===== src/rtl/mac_array.sv =====
// Multi-lane signed multiply-accumulate over a frame of beats, with bias and
// saturating accumulation; one result strobe per frame.
module mac_array #(
    parameter int unsigned DATA_W   = 8,
    parameter int unsigned WEIGHT_W = 8,
    parameter int unsigned LANES    = 4,
    parameter int unsigned ACC_W    = 24,
    parameter int unsigned LEN_W    = 8
) (
    input  logic                      clk,
    input  logic                      reset,
    input  logic                      start,
    input  logic [LEN_W-1:0]          len,
    input  logic [ACC_W-1:0]          bias,
    input  logic                      valid,
    output logic                      ready,
    input  logic [LANES*DATA_W-1:0]   data,
    input  logic [LANES*WEIGHT_W-1:0] weight,
    output logic [ACC_W-1:0]          out,
    output logic                      outValid,
    output logic                      overflow,
    output logic                      busy
);

    localparam int unsigned PROD_W = DATA_W + WEIGHT_W;
    localparam int unsigned SUM_W  = PROD_W + $clog2(LANES);
    localparam int unsigned EXT_W  = ACC_W + 1;

    typedef enum logic [1:0] {
        S_IDLE  = 2'd0,
        S_RUN   = 2'd1,
        S_DRAIN = 2'd2
    } state_t;

    state_t                   r_state;
    logic [LEN_W-1:0]         r_cnt;
    logic signed [ACC_W-1:0]  r_acc;
    logic [ACC_W-1:0]         r_out;
    logic                     r_out_valid;
    logic                     r_overflow;
    logic                     r_ready;
    logic                     r_busy;
    logic                     r_zero_pend;

    logic signed [PROD_W-1:0] r_prod [LANES];
    logic                     r_p_valid;
    logic                     r_p_last;
    logic signed [SUM_W-1:0]  r_sum;
    logic                     r_s_valid;
    logic                     r_s_last;

    logic                     w_accept;
    logic                     w_last_beat;
    logic signed [SUM_W-1:0]  w_sum;
    logic signed [EXT_W-1:0]  w_ext;
    logic                     w_ovf;
    logic signed [ACC_W-1:0]  w_sat;

    assign w_accept    = valid && r_ready;
    assign w_last_beat = (r_cnt == LEN_W'(1));

    // Lane sum is sized so it can never overflow.
    always_comb begin
        w_sum = '0;
        for (int i = 0; i < int'(LANES); i++) begin
            w_sum = w_sum + SUM_W'(r_prod[i]);
        end
    end

    // One guard bit catches overflow in either direction; clamp to the rail.
    assign w_ext = EXT_W'(r_acc) + EXT_W'(r_sum);
    assign w_ovf = w_ext[ACC_W] ^ w_ext[ACC_W-1];
    assign w_sat = !w_ovf         ? w_ext[ACC_W-1:0] :
                   w_ext[ACC_W]   ? {1'b1, {(ACC_W-1){1'b0}}} :
                                    {1'b0, {(ACC_W-1){1'b1}}};

    // Stage 1 registers lane products, stage 1b the lane sum, each with flags.
    always_ff @(posedge clk or posedge reset) begin
        if (reset) begin
            for (int i = 0; i < int'(LANES); i++) begin
                r_prod[i] <= '0;
            end
            r_p_valid <= 1'b0;
            r_p_last  <= 1'b0;
            r_sum     <= '0;
            r_s_valid <= 1'b0;
            r_s_last  <= 1'b0;
        end else begin
            if (w_accept) begin
                for (int i = 0; i < int'(LANES); i++) begin
                    r_prod[i] <= $signed(data[i*DATA_W +: DATA_W]) *
                                 $signed(weight[i*WEIGHT_W +: WEIGHT_W]);
                end
            end
            r_p_valid <= w_accept;
            r_p_last  <= w_accept && w_last_beat;
            r_sum     <= w_sum;
            r_s_valid <= r_p_valid;
            r_s_last  <= r_p_last;
        end
    end

    // Frame control, accumulator and registered outputs.
    always_ff @(posedge clk or posedge reset) begin
        if (reset) begin
            r_state     <= S_IDLE;
            r_cnt       <= '0;
            r_acc       <= '0;
            r_out       <= '0;
            r_out_valid <= 1'b0;
            r_overflow  <= 1'b0;
            r_ready     <= 1'b0;
            r_busy      <= 1'b0;
            r_zero_pend <= 1'b0;
        end else begin
            r_out_valid <= 1'b0;

            // An empty frame reports its bias one cycle after start.
            if (r_zero_pend) begin
                r_out       <= r_acc;
                r_out_valid <= 1'b1;
                r_zero_pend <= 1'b0;
            end

            case (r_state)
                S_IDLE: begin
                    if (start) begin
                        r_overflow <= 1'b0;
                        r_acc      <= bias;
                        if (len == '0) begin
                            r_zero_pend <= 1'b1;
                        end else begin
                            r_cnt   <= len;
                            r_state <= S_RUN;
                            r_ready <= 1'b1;
                            r_busy  <= 1'b1;
                        end
                    end
                end
                S_RUN: begin
                    if (w_accept) begin
                        r_cnt <= r_cnt - LEN_W'(1);
                        if (w_last_beat) begin
                            r_state <= S_DRAIN;
                            r_ready <= 1'b0;
                        end
                    end
                end
                S_DRAIN: begin
                end
                default: begin
                    r_state <= S_IDLE;
                    r_ready <= 1'b0;
                    r_busy  <= 1'b0;
                end
            endcase

            if (r_s_valid) begin
                r_acc <= w_sat;
                if (w_ovf) begin
                    r_overflow <= 1'b1;
                end
                if (r_s_last) begin
                    r_out       <= w_sat;
                    r_out_valid <= 1'b1;
                    r_state     <= S_IDLE;
                    r_busy      <= 1'b0;
                end
            end
        end
    end

    assign ready    = r_ready;
    assign out      = r_out;
    assign outValid = r_out_valid;
    assign overflow = r_overflow;
    assign busy     = r_busy;

endmodule


===== config.mk =====
export PLATFORM = sky130hd
export DESIGN_NAME = mac_array
export DESIGN_NICKNAME = d
export VERILOG_FILES = /design/src/rtl/mac_array.sv
export SDC_FILE = /design/constraint.sdc
export NUM_CORES = 1
export LEC_CHECK = 0
export ABC_AREA = 1
export BUFFER_PORTS_ARGS = -buffer_cell sky130_fd_sc_hd__buf_2
export CAP_MARGIN = 30
export CORE_ASPECT_RATIO = 1.25
export CORE_UTILIZATION = 50
export DETAILED_ROUTE_END_ITERATION = 8
export GPL_ROUTABILITY_DRIVEN = 0
export PLACE_DENSITY_LB_ADDON = 0.25
export SETUP_SLACK_MARGIN = 0.15
export SYNTH_ARGS = -nofsm -noshare
export SYNTH_HDL_FRONTEND = slang
export SYNTH_SLANG_ARGS = --single-unit

===== constraint.sdc =====
create_clock -name clk -period 11.6 [get_ports clk]
set_input_delay 1.74 -clock clk [delete_from_list [all_inputs] [get_ports clk]]
set_output_delay 1.74 -clock clk [all_outputs]
set_load 0.02 [all_outputs]

==> flow_metrics.tcl, run 1 <==
set metrics [dict create \
    status "finished clean" \
    die_y_um 226 \
    critPathArrivalTime_ps 5610 \
    rsz0062_at_grt "false" \
    post_synth.cell_area_avg_um2 7.50 \
    hold_ws_ps 334 \
    dieArea_mm2 0.0411 \
    drv_cap 0 \
    timing.final.crit_share_pct 45.9 \
    gr-total-overflow 0 \
    slowest_delay_ps 490 \
    fmax_ghz 0.188 \
    wl_mm 45.1 \
    io_pins 128 \
    clock_latency_ps 430 \
    cp.required_ps 11880 \
    ys_ff_latch 149 \
    peakVddDrop_mv 0.106 \
    slew_headroom_pct 30.3 \
    n_antenna_cell 0 \
    drt_iter0_markers 932 \
    ys_types 45 \
    std_cell_rows 81 \
    crit_path_cell_trace "buf_2, inv_1, or2_2, fa_1, fa_1, inv_1, fa_1, inv_1, fa_1, inv_1, ha_1, a21oi_1, nand2_1, nand2_1, inv_1, or2_2, a21oi_1, or2_2, a31oi_1" \
    design.core.area_mm2 0.0394 \
    cts-root-buf "clkbuf_16" \
    cts_tree "done" \
    clk_pin_slew_worst_paths_ps 70 \
    grt_start_max_net_pins 74 \
    multiInputGateArea_mm2 0.0134 \
    layout-drive-gt1-share_pct 9.49 \
    drc 0 \
    power.density_mw_per_mm2 130 \
    drv_slew 0 \
    grt_first_pass_wirelength_mm 77.1 \
    syn_area_mm2 0.0201 \
    start_util_pct 51.1 \
    area_delta_synth_final_pct 7.32 \
    vias 16200 \
    hp-class "reg2reg" \
    setup-tns-final_ps 0 \
    synthCells 2684 \
    clock_sinks 149 \
    hold_viol_final 0 \
    yosys_warnings 0 \
    path_class "in2reg" \
    cpMostUsedCell "inv_1" \
    seqCellArea_mm2 0.00373 \
    cts_made_buffers 17 \
    grt_use_total_pct 23.2 \
    leakage_nw 13.3 \
    critical_path.max_fanout 8 \
    setup_viol 0 \
    io_buffers 127 \
    start_kind "input port" \
    drt_pass1_iterations 6 \
    synth_seq_area_share_pct 18.5 \
    final_core_util_pct 54.8 \
    cts_resized 0 \
    crit_path_end_kind "flip-flop" \
    dp_hpwl_mm 37.9 \
    antenna_found_initial 0 \
    postCtsSetupRepairBufs 0 \
    fin_skew_ps 13.6 \
    wl_per_cell_um 13.9 \
    fillers 3784 \
    worst_pin_slew_ps 1040 \
    layout.nets 3256 \
    ant_nets 0 \
    grt_pass1_vias 16800 \
    cts.path.max_buffers 2 \
    hold_buffers 0 \
    stdcell_count 3249 \
    h-tree-depth 4 \
    slowest_stage "fa_1" \
    dpl.cell_count 3216 \
    synthesis.nets 3202 \
    fin_crit_ps 5330 \
    via_per_inst 5.00 \
    die_w_um 181 \
]
stage by stage:
stage	worst slack, ps	total power [mW]	cell area, um2
3_5_place_dp	5870	2.28	21000
6_report	6270	2.82	21600
5_1_grt	6010	3.17	21600
4_1_cts	6320	2.86	21600
3_3_place_gp	5890	2.24	21000
2_1_floorplan	5850	1.91	20100
worst max-delay path: cells and delay by family:
family	cells	cell delay (ps)
compound gates	3	390
buf+inv	6	390
fa+ha+maj	5	2210
simple gates	5	870
logic make-up after synthesis:
group,Yosys count,synth area share (%)
muxes,1,0.0559
and+or+nand+nor,1043,22.0
adders and majority gates,418,35.4
xor gates and xnor gates,63,2.74
DFF,149,18.5
buffers and inverters,778,14.9
AOI/OAI and AO/OA,232,6.34
worst paths after layout:
path / start / end / slack, ps / depth (start not counted)
max reg2reg: r_prod[0]$_DFFE_PP0P_ / r_sum[17]$_DFF_PP0_ / 8270 / 11
min reg2reg: r_p_valid$_DFF_PP0_ / r_s_valid$_DFF_PP0_ / 330 / 0
max in group asynchronous: reset / r_prod[8]$_DFFE_PP0P_ / 9010 / 4
min in group asynchronous: reset / r_cnt[0]$_DFFE_PP0P_ / 1380 / 2
min: r_p_valid$_DFF_PP0_ / r_s_valid$_DFF_PP0_ / 330 / 0
max: weight[15] / r_prod[42]$_DFFE_PP0P_ / 6270 / 19
Yosys cell counts (all sizes together):
master,instances,area [um2]
nand3,86,453
inv,679,2550
and2,2,17.5
o2111ai,1,8.76
nor2,111,439
o211ai,15,113
mux2,1,11.3
o22ai,3,18.8
nor3,15,75.1
or2,23,144
a31oi,19,119
buf,10,115
xnor2,31,272
dfrtp,149,3730
a21boi,1,7.51
nor4,1,12.5
o31ai,1,7.51
nand3b,5,37.5
o21a,4,30.0
a21oi,75,375
clkinv,1,3.75
a21o,1,7.51
fa,254,5080
clkbuf,88,330
a22oi,2,15.0
nand2,778,3110
nand4,21,138
ha,164,2050
xor2,32,280
nand2b,1,6.26
a22o,1,8.76
o21ai,101,505
o21bai,7,52.6
o221ai,1,8.76
placed cells by master (no fill, tap or decap), types with 7 or more instances in the layout:
cell         n
nor2_1     104
dfrtp_1    149
o21bai_1     7
nand2_2     46
fa_1       254
o211ai_1    15
nand2_1    722
or2_2       23
nand3_1     83
a31oi_1     19
a21oi_1     75
nand2_4     10
nor3_1      15
clkbuf_16   17
xor2_1      32
inv_1      676
nand4_1     20
ha_1       164
o21ai_0    100
buf_2      128
xnor2_1     31
registers in the layout, indices dropped and copies added (netlist names):
register / count
r_state: 2
r_zero_pend: 1
r_prod: 64
r_p_last: 1
r_sum: 18
r_p_valid: 1
r_cnt: 8
r_s_last: 1
overflow: 1
r_acc: 24
ready: 1
out: 24
r_s_valid: 1
busy: 1
outValid: 1
metal layers:
metal	vias up	global-route usage, %	routed length (um)
li1	8034	-	-
met1	7718	26.8	18200
met2	370	42.7	23200
met3	113	2.36	1380
met4	0	11.8	2250
met5	-	0	0
final cells by class:
type / instances / share of cell area (%)
multi-input cells: 1757 / 62.1
flip-flops and latches: 149 / 17.3
clock inverters: 13 / 0.683
clock buffers: 19 / 2.05
repair buffers: 133 / 3.23
inverters: 680 / 11.8
well taps: 498 / 2.88
power breakdown:
part / switching (mW) / total [mW] / leakage [nW] / internal [mW]
Sequential: 0 / 0.520 / 1.92 / 0.520
Clock: 0.235 / 0.561 / 0.282 / 0.326
Combinational: 1.04 / 1.74 / 11.1 / 0.694
Total: 1.28 / 2.82 / 13.3 / 1.54
Note: power is estimated with default switching activity, not from simulation.
==> run 2, diff against run 1 <==
- clock period: 11.6 -> 5.41 ns (I/O delays scaled with it)
==> run 2 against run 1 <==
Final cell count barely moved. Sequential power rose by 110%. Power rose by 110%. Largest power group unchanged.
==> flow_metrics.tcl, run 2 (synthesis results as in run 1) <==
set metrics [dict create \
    status "finished clean" \
    postCtsSetupRepairBufs 0 \
    hold_buffers 0 \
    wl_mm 45.3 \
    drc 0 \
    setup_viol 0 \
    place_area_mm2 0.0210 \
    hp-class "reg2reg" \
    final_area_mm2 0.0216 \
    layout.nets 3257 \
    ant_nets 0 \
    fin_skew_ps 9.49 \
    grt_use_total_pct 23.3 \
    start_util_pct 51.1 \
    power.density_mw_per_mm2 277 \
    path_class "in2reg" \
    final_common_cell "nand2_1" \
    dp_hpwl_mm 37.9 \
    grt_start_max_net_pins 102 \
    fin_crit_ps 4410 \
    critPathArrivalTime_ps 4730 \
    design.core.area_mm2 0.0394 \
    swShare_pct 45.9 \
    leakage_nw 13.3 \
    p_int_mw 3.24 \
    power_switching_mw 2.75 \
    fmax_ghz 0.227 \
    clock_latency_ps 430 \
    seqCellArea_mm2 0.00373 \
    die_y_um 226 \
    layout-drive-gt1-share_pct 9.48 \
    h-tree-depth 4 \
    cts_tree "done" \
    setup-tns-final_ps 0 \
    dieArea_mm2 0.0411 \
    power_frac_clock_pct 19.2 \
    grt_first_pass_wirelength_mm 77.3 \
    drt_iter0_markers 1074 \
    slew_headroom_pct 39.9 \
    worst_pin_slew_ps 902 \
    via_per_inst 4.99 \
    cts_made_buffers 17 \
    cts-root-buf "clkbuf_16" \
    seqPwrFrac_pct 18.6 \
    drv_slew 0 \
    grt_pass1_vias 16500 \
    final_cell_mix "722 x nand2_1, 676 x inv_1, 254 x fa_1" \
    met2_length_mm 24.2 \
    wl_met1_mm 18.4 \
    rsz0062_at_grt "false" \
    highest_layer "met4" \
    timing.final.crit_share_pct 81.5 \
    cp.required_ps 5730 \
    peakVddDrop_mv 0.216 \
    crit_path_end_kind "flip-flop" \
    start_kind "input port" \
    n_antenna_cell 0 \
    die_w_um 181 \
    top_register "r_prod" \
    std_cell_rows 81 \
    multiInputGateArea_mm2 0.0134 \
    antenna_found_initial 0 \
    wl_per_cell_um 13.9 \
    cts_resized 0 \
    hold_viol_final 0 \
    vias 16200 \
    wl_met3_mm 1.23 \
    cts.path.max_buffers 2 \
    drt_pass1_iterations 5 \
    clk_pin_slew_worst_paths_ps 60 \
    pwr-share-comb_pct 62.3 \
    largest_reg_flops 64 \
    drv_cap 0 \
    io_buffers 127 \
    area_delta_synth_final_pct 7.29 \
    fillers 3731 \
    gr-total-overflow 0 \
    clock_sinks 149 \
    critical_path.max_fanout 8 \
    io_pins 128 \
]
## run 2: cell count changes in the layout (fill, tap and decap cells not counted)
cell        previous run  this run
clkbuf_4               0         1
inv_8                  1         0
clkinv_4               2         0
inv_6                  4         6
clkinvlp_4             3         5
bufinv_16              2         1
buf_2                128       127
clkbuf_8               1         0
clkbuf_1               1         2
buf_16                 1         2
## run 2: metal layers
layer  GRT usage [%]  vias up
met5               0        -
met4            8.47        0
met3            1.98       78
met2            43.9      319
met1            27.4     7798
li1                -     8032
## run 2: path summary, 6_finish.rpt
path                                       startpoint                     end  slack, ps  cells past startpoint
worst max-delay path                        weight[7]  r_prod[62]$_DFFE_PP0P_       1000                     21
worst min-delay path               r_p_last$_DFF_PP0_      r_s_last$_DFF_PP0_        350                      0
worst max register to register  r_prod[1]$_DFFE_PP0P_     r_sum[17]$_DFF_PP0_       2070                     11
worst min register to register     r_p_last$_DFF_PP0_      r_s_last$_DFF_PP0_        350                      0
max in group asynchronous                       reset   r_acc[12]$_DFFE_PP0P_       3930                      4
min in group asynchronous                       reset    r_cnt[0]$_DFFE_PP0P_        460                      3
## run 2: power by group through the flow
stage,registers [mW],clock network (mW),logic (mW)
final,1.11,1.15,3.73
after global routing,1.11,1.21,4.40
after CTS,1.11,1.16,3.77
after detailed placement,1.13,0,3.75
after global placement,1.13,0,3.66
after floorplan,1.14,0,2.97
## run 2: final cells by class
| type | count | area share [%] |
|---|---|---|
| multi-input cells | 1757 | 62.1 |
| flip-flops and latches | 149 | 17.3 |
| inverters | 680 | 11.8 |
| repair buffers | 134 | 3.37 |
| well taps | 498 | 2.88 |
| clock buffers | 19 | 2.00 |
| clock inverters | 13 | 0.562 |
## run 2: worst max-delay path, stage by stage
cell and delay, ps:
buf_2 100, inv_1 130, or2_2 320, fa_1 460, fa_1 490, inv_1 50, fa_1 480, inv_1 50
fa_1 470, inv_1 40, ha_1 330, nand2_1 60, o21ai_0 260, nand2_1 100, nand2_1 90, nand2_1 60
nand2_1 60, a21oi_1 80, nand2b_1 150, nand3_1 60, nand2_1 50
## run 2: per-stage QoR
stage	power [mW]	util, %	setup WS, ps	instances	hold WS [ps]
final	5.99	54.8	999	3250	348
after CTS	6.05	54.6	992	3247	351
after global routing	6.72	54.8	750	3250	360
after floorplan	4.10	-	590	2684	331
after detailed placement	4.88	53.2	542	3215	336
after global placement	4.80	53.2	633	3215	332
